$ cat config.mk
export PLATFORM = sky130hd
export DESIGN_NAME = serial_add_sequencer_flat
export DESIGN_NICKNAME = d
export VERILOG_FILES = /design/src/rtl/serial_add_if.sv /design/src/rtl/serial_add_sequencer.sv /design/src/flat_wrapper.sv
export SDC_FILE = /design/constraint.sdc
export NUM_CORES = 1
export LEC_CHECK = 0
export CAP_MARGIN = 20
export CORE_MARGIN = 5
export CORE_UTILIZATION = 48
export CTS_CLUSTER_DIAMETER = 200
export DETAILED_ROUTE_END_ITERATION = 10
export PLACE_DENSITY_LB_ADDON = 0.05
export SLEW_MARGIN = 30
export SYNTH_ARGS = -nofsm -noshare
export SYNTH_HDL_FRONTEND = slang
export SYNTH_SLANG_ARGS = --single-unit
$ cat constraint.sdc
create_clock -name clk -period 1.6 [get_ports clk]
set_input_delay 0.48 -clock clk [delete_from_list [all_inputs] [get_ports clk]]
set_output_delay 0.48 -clock clk [all_outputs]
set_load 0.01 [all_outputs]
$ cat src/rtl/serial_add_if.sv
// Handshake and result bundle between a requester and the bit-serial adder sequencer.
interface serial_add_if #(
   parameter int WIDTH = 8
);
   logic             start;
   logic [WIDTH-1:0] op_a;
   logic [WIDTH-1:0] op_b;
   logic             cin;
   logic             busy;
   logic             done;
   logic [WIDTH-1:0] sum;
   logic             cout;

   modport master (
      output start, op_a, op_b, cin,
      input  busy, done, sum, cout
   );

   modport slave (
      input  start, op_a, op_b, cin,
      output busy, done, sum, cout
   );
endinterface

$ cat src/rtl/serial_add_sequencer.sv
// Drives one shared 1-bit full-adder cell for WIDTH clocks to form a WIDTH-bit sum,
// LSB first, with the running carry held in a register between bits.
module serial_add_sequencer #(
   parameter int WIDTH = 8
) (
   input  logic         clk,
   input  logic         rst_n,
   serial_add_if.slave  bus,
   output logic         fa_a,
   output logic         fa_b,
   output logic         fa_c,
   input  logic         fa_s,
   input  logic         fa_co
);
   localparam int CNT_W = $clog2(WIDTH);
   localparam logic [CNT_W-1:0] LAST_BIT = CNT_W'(WIDTH - 1);

   typedef enum logic [1:0] {IDLE, RUN, DONE} state_t;

   state_t           state;
   logic [WIDTH-1:0] a_sh;
   logic [WIDTH-1:0] b_sh;
   logic [WIDTH-1:0] sum_r;
   logic             carry;
   logic             cout_r;
   logic [CNT_W-1:0] cnt;

   always_ff @(posedge clk or negedge rst_n) begin
      if (!rst_n) begin
         state  <= IDLE;
         a_sh   <= '0;
         b_sh   <= '0;
         sum_r  <= '0;
         carry  <= 1'b0;
         cout_r <= 1'b0;
         cnt    <= '0;
      end else begin
         case (state)
            IDLE: begin
               if (bus.start) begin
                  a_sh   <= bus.op_a;
                  b_sh   <= bus.op_b;
                  carry  <= bus.cin;
                  cnt    <= '0;
                  sum_r  <= '0;
                  cout_r <= 1'b0;
                  state  <= RUN;
               end
            end
            RUN: begin
               // New sum bit enters at the MSB so that after WIDTH shifts bit 0 lands at the LSB.
               sum_r <= {fa_s, sum_r[WIDTH-1:1]};
               carry <= fa_co;
               a_sh  <= a_sh >> 1;
               b_sh  <= b_sh >> 1;
               cnt   <= cnt + CNT_W'(1);
               if (cnt == LAST_BIT) begin
                  cout_r <= fa_co;
                  state  <= DONE;
               end
            end
            DONE:    state <= IDLE;
            default: state <= IDLE;
         endcase
      end
   end

   // The cell sees only zeros outside RUN, so the leftover carry never leaks out.
   assign fa_a = (state == RUN) & a_sh[0];
   assign fa_b = (state == RUN) & b_sh[0];
   assign fa_c = (state == RUN) & carry;

   assign bus.busy = (state != IDLE);
   assign bus.done = (state == DONE);
   assign bus.sum  = sum_r;
   assign bus.cout = cout_r;
endmodule

$ cat src/flat_wrapper.sv
// flat-port wrapper written by rule: the top's interface ports become plain ports
module serial_add_sequencer_flat 
#(
   parameter int WIDTH = 8
)
  (clk, rst_n, fa_a, fa_b, fa_c, fa_s, fa_co, bus_start, bus_op_a, bus_op_b, bus_cin, bus_busy, bus_done, bus_sum, bus_cout);
  serial_add_if #(.WIDTH(WIDTH)) bus_i ();
  input  logic clk;
  input  logic rst_n;
  output logic fa_a;
  output logic fa_b;
  output logic fa_c;
  input  logic fa_s;
  input  logic fa_co;
  input wire logic [$bits(bus_i.start)-1:0] bus_start;
  input wire logic [$bits(bus_i.op_a)-1:0] bus_op_a;
  input wire logic [$bits(bus_i.op_b)-1:0] bus_op_b;
  input wire logic [$bits(bus_i.cin)-1:0] bus_cin;
  output wire logic [$bits(bus_i.busy)-1:0] bus_busy;
  output wire logic [$bits(bus_i.done)-1:0] bus_done;
  output wire logic [$bits(bus_i.sum)-1:0] bus_sum;
  output wire logic [$bits(bus_i.cout)-1:0] bus_cout;
  assign bus_i.start = bus_start;
  assign bus_i.op_a = bus_op_a;
  assign bus_i.op_b = bus_op_b;
  assign bus_i.cin = bus_cin;
  assign bus_busy = bus_i.busy;
  assign bus_done = bus_i.done;
  assign bus_sum = bus_i.sum;
  assign bus_cout = bus_i.cout;
  serial_add_sequencer #(.WIDTH(WIDTH)) u_core (.clk(clk), .rst_n(rst_n), .bus(bus_i), .fa_a(fa_a), .fa_b(fa_b), .fa_c(fa_c), .fa_s(fa_s), .fa_co(fa_co));
endmodule
Word-level counts from Yosys, hierarchy flattened. Cells that the tools add are included.

Flip-flop bits (word level): 31. Latch bits: 0. RAM bits: 0. ROM bits: 0. Bits of input ports: 22. Output and inout bits: 14. Logic and storage cells: 38. Memories: 0.

Add/sub/neg operators: 1. $mul: 0. Div/mod/pow operators: 0. Order comparisons: 0. Equal/unequal tests: 5. Shift-type cells: 0. Mux-type cells: 16. Bitwise operators: 3. Reduce and logical (&&, ||, !) cells: 6.

Operators by type and width (count): 8-bit one-hot mux with 2 select lines (3); 8-bit 2-to-1 mux (3); 3-bit one-hot mux with 2 select lines (1); 2-bit 2-to-1 mux (2); 1-bit one-hot mux with 2 select lines (2); 2-bit one-hot mux with 2 select lines (1); 2-bit AND reduction (2); 2-bit nonzero test (2); 3-bit by 1-bit adder with 3-bit output (second input constant) (1); 1-bit bitwise AND (3); 3-bit == test (second input constant) (1); 1-bit 2-to-1 mux (3); 3-bit 2-to-1 mux (1); 3-bit AND reduction (1); 2-bit by 1-bit == test with 1-bit output (second input constant) (1); 2-bit == test (second input constant) (1); 2-bit zero test (1); 2-bit by 1-bit != test with 1-bit output (second input constant) (1); 2-bit != test (second input constant) (1).

Logic depth before layout (Yosys ltp).
Depth after elaboration: 3. Depth in mapped cells: 4. Mapped depth without buffers: 4.

Worst setup path after synthesis. Ideal clock, no wire load.

Kind: register -> output. From: register u_core.state[0]. To: output fa_b. Arrival: 1049 ps. Required time: 1120 ps. Setup slack: 71 ps. Cell stages (with the launch flop): 4. Buffers on the path: 1. Cell sequence: dfrtp_1 > and2b_1 > buf_2 > and2_1.

Longest elaborated chain between the ends: 2.

RTL lines: start, declared (RTL line serial_add_sequencer.sv:20) `state_t state;`; start signal, assigned (RTL line serial_add_sequencer.sv:30) `state <= IDLE;`; start signal, assigned (RTL line serial_add_sequencer.sv:47) `state <= RUN;`; start signal, assigned (RTL line serial_add_sequencer.sv:59) `state <= DONE;`; 2-bit by 1-bit == test with 1-bit output (RTL line serial_add_sequencer.sv:70) `assign fa_b = (state == RUN) & b_sh[0];`; 1-bit bitwise AND (RTL line serial_add_sequencer.sv:70); end, declared (RTL line flat_wrapper.sv:11) `output logic fa_b;`.

No other way between the ends.

Worst setup path in the final report.
From: register u_core.state[0]. To: output fa_c.

Longest elaborated chain between the ends: 2.

RTL lines: 2-bit by 1-bit == test with 1-bit output (RTL line serial_add_sequencer.sv:71) `assign fa_c = (state == RUN) & carry;`; 1-bit bitwise AND (RTL line serial_add_sequencer.sv:71); end, declared (RTL line flat_wrapper.sv:12) `output logic fa_c;`.

No other way between the ends.

==> summary.md <==
| Metric | Value |
|---|---|
| Mapped Cells | `between 100 and 150` |
| DRC errors left | `0` |
| Initial core utilization | `51.2%` |
| Adder-cell share of the synthesized area | `between 1.5 and 2%` |
| Root Driver | `clkbuf_4` |
| Antenna viol nets, final | `0` |
| Detailed placer's ending HPWL | `roughly 2300 µm` |
| I/O pins | `36` |
| Register area share after synthesis | `a little over half` |
| Hold crit path type | `flip-flop to flip-flop` |
| Synth warn | `0` |
| R2r worst-path depth | `4` |
| Mux contribution to synthesized area | `0.696%` |
| Critical Path Fanout Max | `3` |
| CTS H-tree lvls | `2` |
| Port bufs | `35` |
| CP Data Required Time | `between 1 and 1.5 ns` |
| 1st-iter DRT viols | `65` |
| 1st-pass router iterations | `4` |
| Final worst path period need | `around 1.9 ns` |
| VDD IR max | `approximately 1000 µV` |
| Total die area | `4190 µm²` |
| Wire per inst | `around 18 µm` |
| Worst Skew | `between 0.007 and 0.008 ns` |
| Pwr per Cell Area | `~1800 nW/µm²` |
| Fmax | `540 MHz` |
| Worst Setup Path Type | `flip-flop to output port` |
| Final setup fails | `5` |
| Total wire length | `~3400 µm` |
| Crit path max-delay family | `flip-flops` |
| Commonest non-fill, non-tap cell in the layout | `dfrtp_1` |
| Max Slew Vio Count | `0` |
| Max-Slew Margin vs Limit | `approximately three quarters` |
| Area delta synth->final | `39.6%` |
| CTS tree | `built` |
| Final Non-Filler Cells | `approximately 200` |
| Area fraction in compound gates after synthesis | `about a fifth` |
| Detailed-route via count | `1,143` |
| Slew @ Worst Pin | `about 0.38 ns` |
| Core area | `approximately 2800 µm²` |
| CTS buffer count | `5` |
| Initial antenna violation count | `0` |
| Crit path buffers/inverters | `2` |
| RSZ-0062 raised after global routing | `yes` |
| Mapped Area | `roughly 1400 µm²` |
| Total global routing overflow | `0` |
| Die width | `between 60 and 70 µm` |
| Largest net degree at the start of global routing | `32` |
| Max cap viols | `0` |
| Post-synth net total | `about 140` |
| Share of cells above drive strength 1 | `~30%` |
| Crit path cell chain | `buf_4, and2b_2, and2_1, buf_2` |
| Clk_lat worst skew | `roughly 0.33 ns` |
| CTS sink cnt | `31` |
| Post-Synth Simple-Gate Area | `17.9%` |
| # rows | `19` |
| Largest family of logic cells by synthesized area | `compound AO/OA/AOI/OAI gates` |
| Vias in the first global route | `~1,200` |
| Final-report hold violation count | `0` |
| Vias/cell | `between 5 and 6` |
| GPL Wtd Cong | `approximately 0.8` |
| CP Launch Type | `flip-flop` |
| Failing checks | `setup timing` |
| Min Hold Slack | `between 0.4 and 0.5 ns` |
| Critical Path Stages | `4` |
| Clock slew at reported path FFs | `~0.10 ns` |
| Placed cells | `~180` |
| Crit-path slowest cell | `dfrtp_2` |
| Most frequent cells in the layout | `dfrtp_1 (30), clkdlybuf4s50_1 (21), buf_4 (16)` |
| Static leakage | `0.000900 µW` |
| Post-synthesis xor/xnor area fraction | `0%` |
| GRT Total Usage | `between 10% and 20%` |
| Netlist cell types | `30` |
| Status | `finished with violations` |
| Ant. Diodes | `0` |
| Final net count | `187` |
| Yosys reg bits | `31` |
| Bufs on Longest Clock Path | `2` |
| Fin crit share | `116%` |
| Final WS setup | `-0.252 ns` |
| Die H | `~65 µm` |
| Worst Setup End Kind | `output port` |
| Crit path largest cell delay | `0.44 ns` |
| Critical Path AT | `around 1.4 ns` |
| Syn_area_per_cell | `~13 µm²` |
| Hold path depth | `1` |
| Global-route wire length before repair | `approximately 6100 µm` |
## cells by family after synthesis
logic type / count (synthesis)
and+or+nand+nor: 33
AOI/OAI and AO/OA: 31
DFF: 31
buffers and inverters: 15
adders and majority gates: 2
muxes: 1
## report_power, final
| group | internal [µW] | switching [µW] | total (µW) |
|---|---|---|---|
| registers | 1130 | 216 | 1350 |
| logic | 908 | 716 | 1620 |
| clock network | 369 | 267 | 636 |
## sequential cells by signal (all words and copies together) (netlist names)
signal	flops
u_core.a_sh	8
u_core.b_sh	8
u_core.bus.sum	8
u_core.cnt	3
u_core.state	2
u_core.bus.cout	1
u_core.carry	1
## worst paths after layout
path | from | to | slack [ns]
max | u_core.state[0] | fa_c | -0.25
min | u_core.cnt[0] | u_core.cnt[0] | 0.49
max reg2reg | u_core.state[1] | u_core.a_sh[1] | 0.10
min reg2reg | u_core.cnt[0] | u_core.cnt[0] | 0.49
max in group asynchronous | rst_n | u_core.state[0] | 0.92
min in group asynchronous | rst_n | u_core.bus.sum[7] | 0.50
## cells in the mapped netlist
| library cell | instances | area (µm²) |
|---|---|---|
| buf_6 | 1 | 11.3 |
| or4b_1 | 11 | 110 |
| nand2b_1 | 3 | 18.8 |
| nand3b_1 | 1 | 7.51 |
| inv_1 | 5 | 18.8 |
| a211oi_1 | 2 | 15.0 |
| buf_2 | 6 | 30.0 |
| mux2i_1 | 1 | 10.0 |
| nor2b_1 | 1 | 6.26 |
| and2b_1 | 1 | 7.51 |
| or2_2 | 1 | 6.26 |
| ha_1 | 2 | 25.0 |
| a221oi_1 | 2 | 17.5 |
| dfrtp_1 | 31 | 776 |
| o211ai_1 | 2 | 15.0 |
| o221a_2 | 11 | 124 |
| nand4b_1 | 1 | 8.76 |
| nor2_1 | 1 | 3.75 |
| o21ba_2 | 1 | 10.0 |
| a22o_1 | 10 | 87.6 |
| o21bai_2 | 1 | 11.3 |
| a21oi_1 | 1 | 5.00 |
| nand2_1 | 3 | 11.3 |
| nor3b_1 | 2 | 15.0 |
| clkbuf_1 | 2 | 7.51 |
| nor4b_1 | 4 | 35.0 |
| o2bb2ai_1 | 1 | 8.76 |
| or3b_1 | 1 | 8.76 |
| and2_1 | 3 | 18.8 |
| buf_4 | 1 | 7.51 |
## area by class of cell
type                    instances  area [µm²]
fillers                       221         798
clock buffers                   6        51.3
repair buffers                 53         478
multi-input cells              67         608
clock inverters                 2        35.0
flip-flops and latches         31         777
inverters                       5        18.8
well taps                      31        38.8
## repair_timing
action | CTS | global route
resized for setup | 34 | 4
gates cloned | 0 | 0
endpoints found under the setup margin | 14 | 20
hold buffers | 0 | 0
setup buffers | 6 | 0
pin swaps | 3 | 0
## stage by stage
| step | setup WS (ns) | TNS, ns | util, % | total power (µW) | area (µm²) |
|---|---|---|---|---|---|
| 6_report | -0.252 | -0.833 | 71.5 | 3610 | 2010 |
| 5_1_grt | -0.310 | -1.16 | 71.5 | 3880 | 2010 |
| 4_1_cts | -0.241 | -0.810 | 70.9 | 3570 | 1990 |
| 3_5_place_dp | -0.257 | -6.58 | 66.8 | 2940 | 1870 |
| 3_3_place_gp | -0.234 | -6.11 | 66.8 | 2880 | 1870 |
| 2_1_floorplan | 0.0710 | 0 | - | 2270 | 1440 |
## metal layers
layer,GRT usage [%],up-vias,part of all wire [%]
met1,23.8,560,45
met3,6.91,7,5.4
met2,29.8,36,48
li1,-,540,-
met5,0,-,0
met4,6.86,0,1.4
Power figures use the tool's default switching activity.
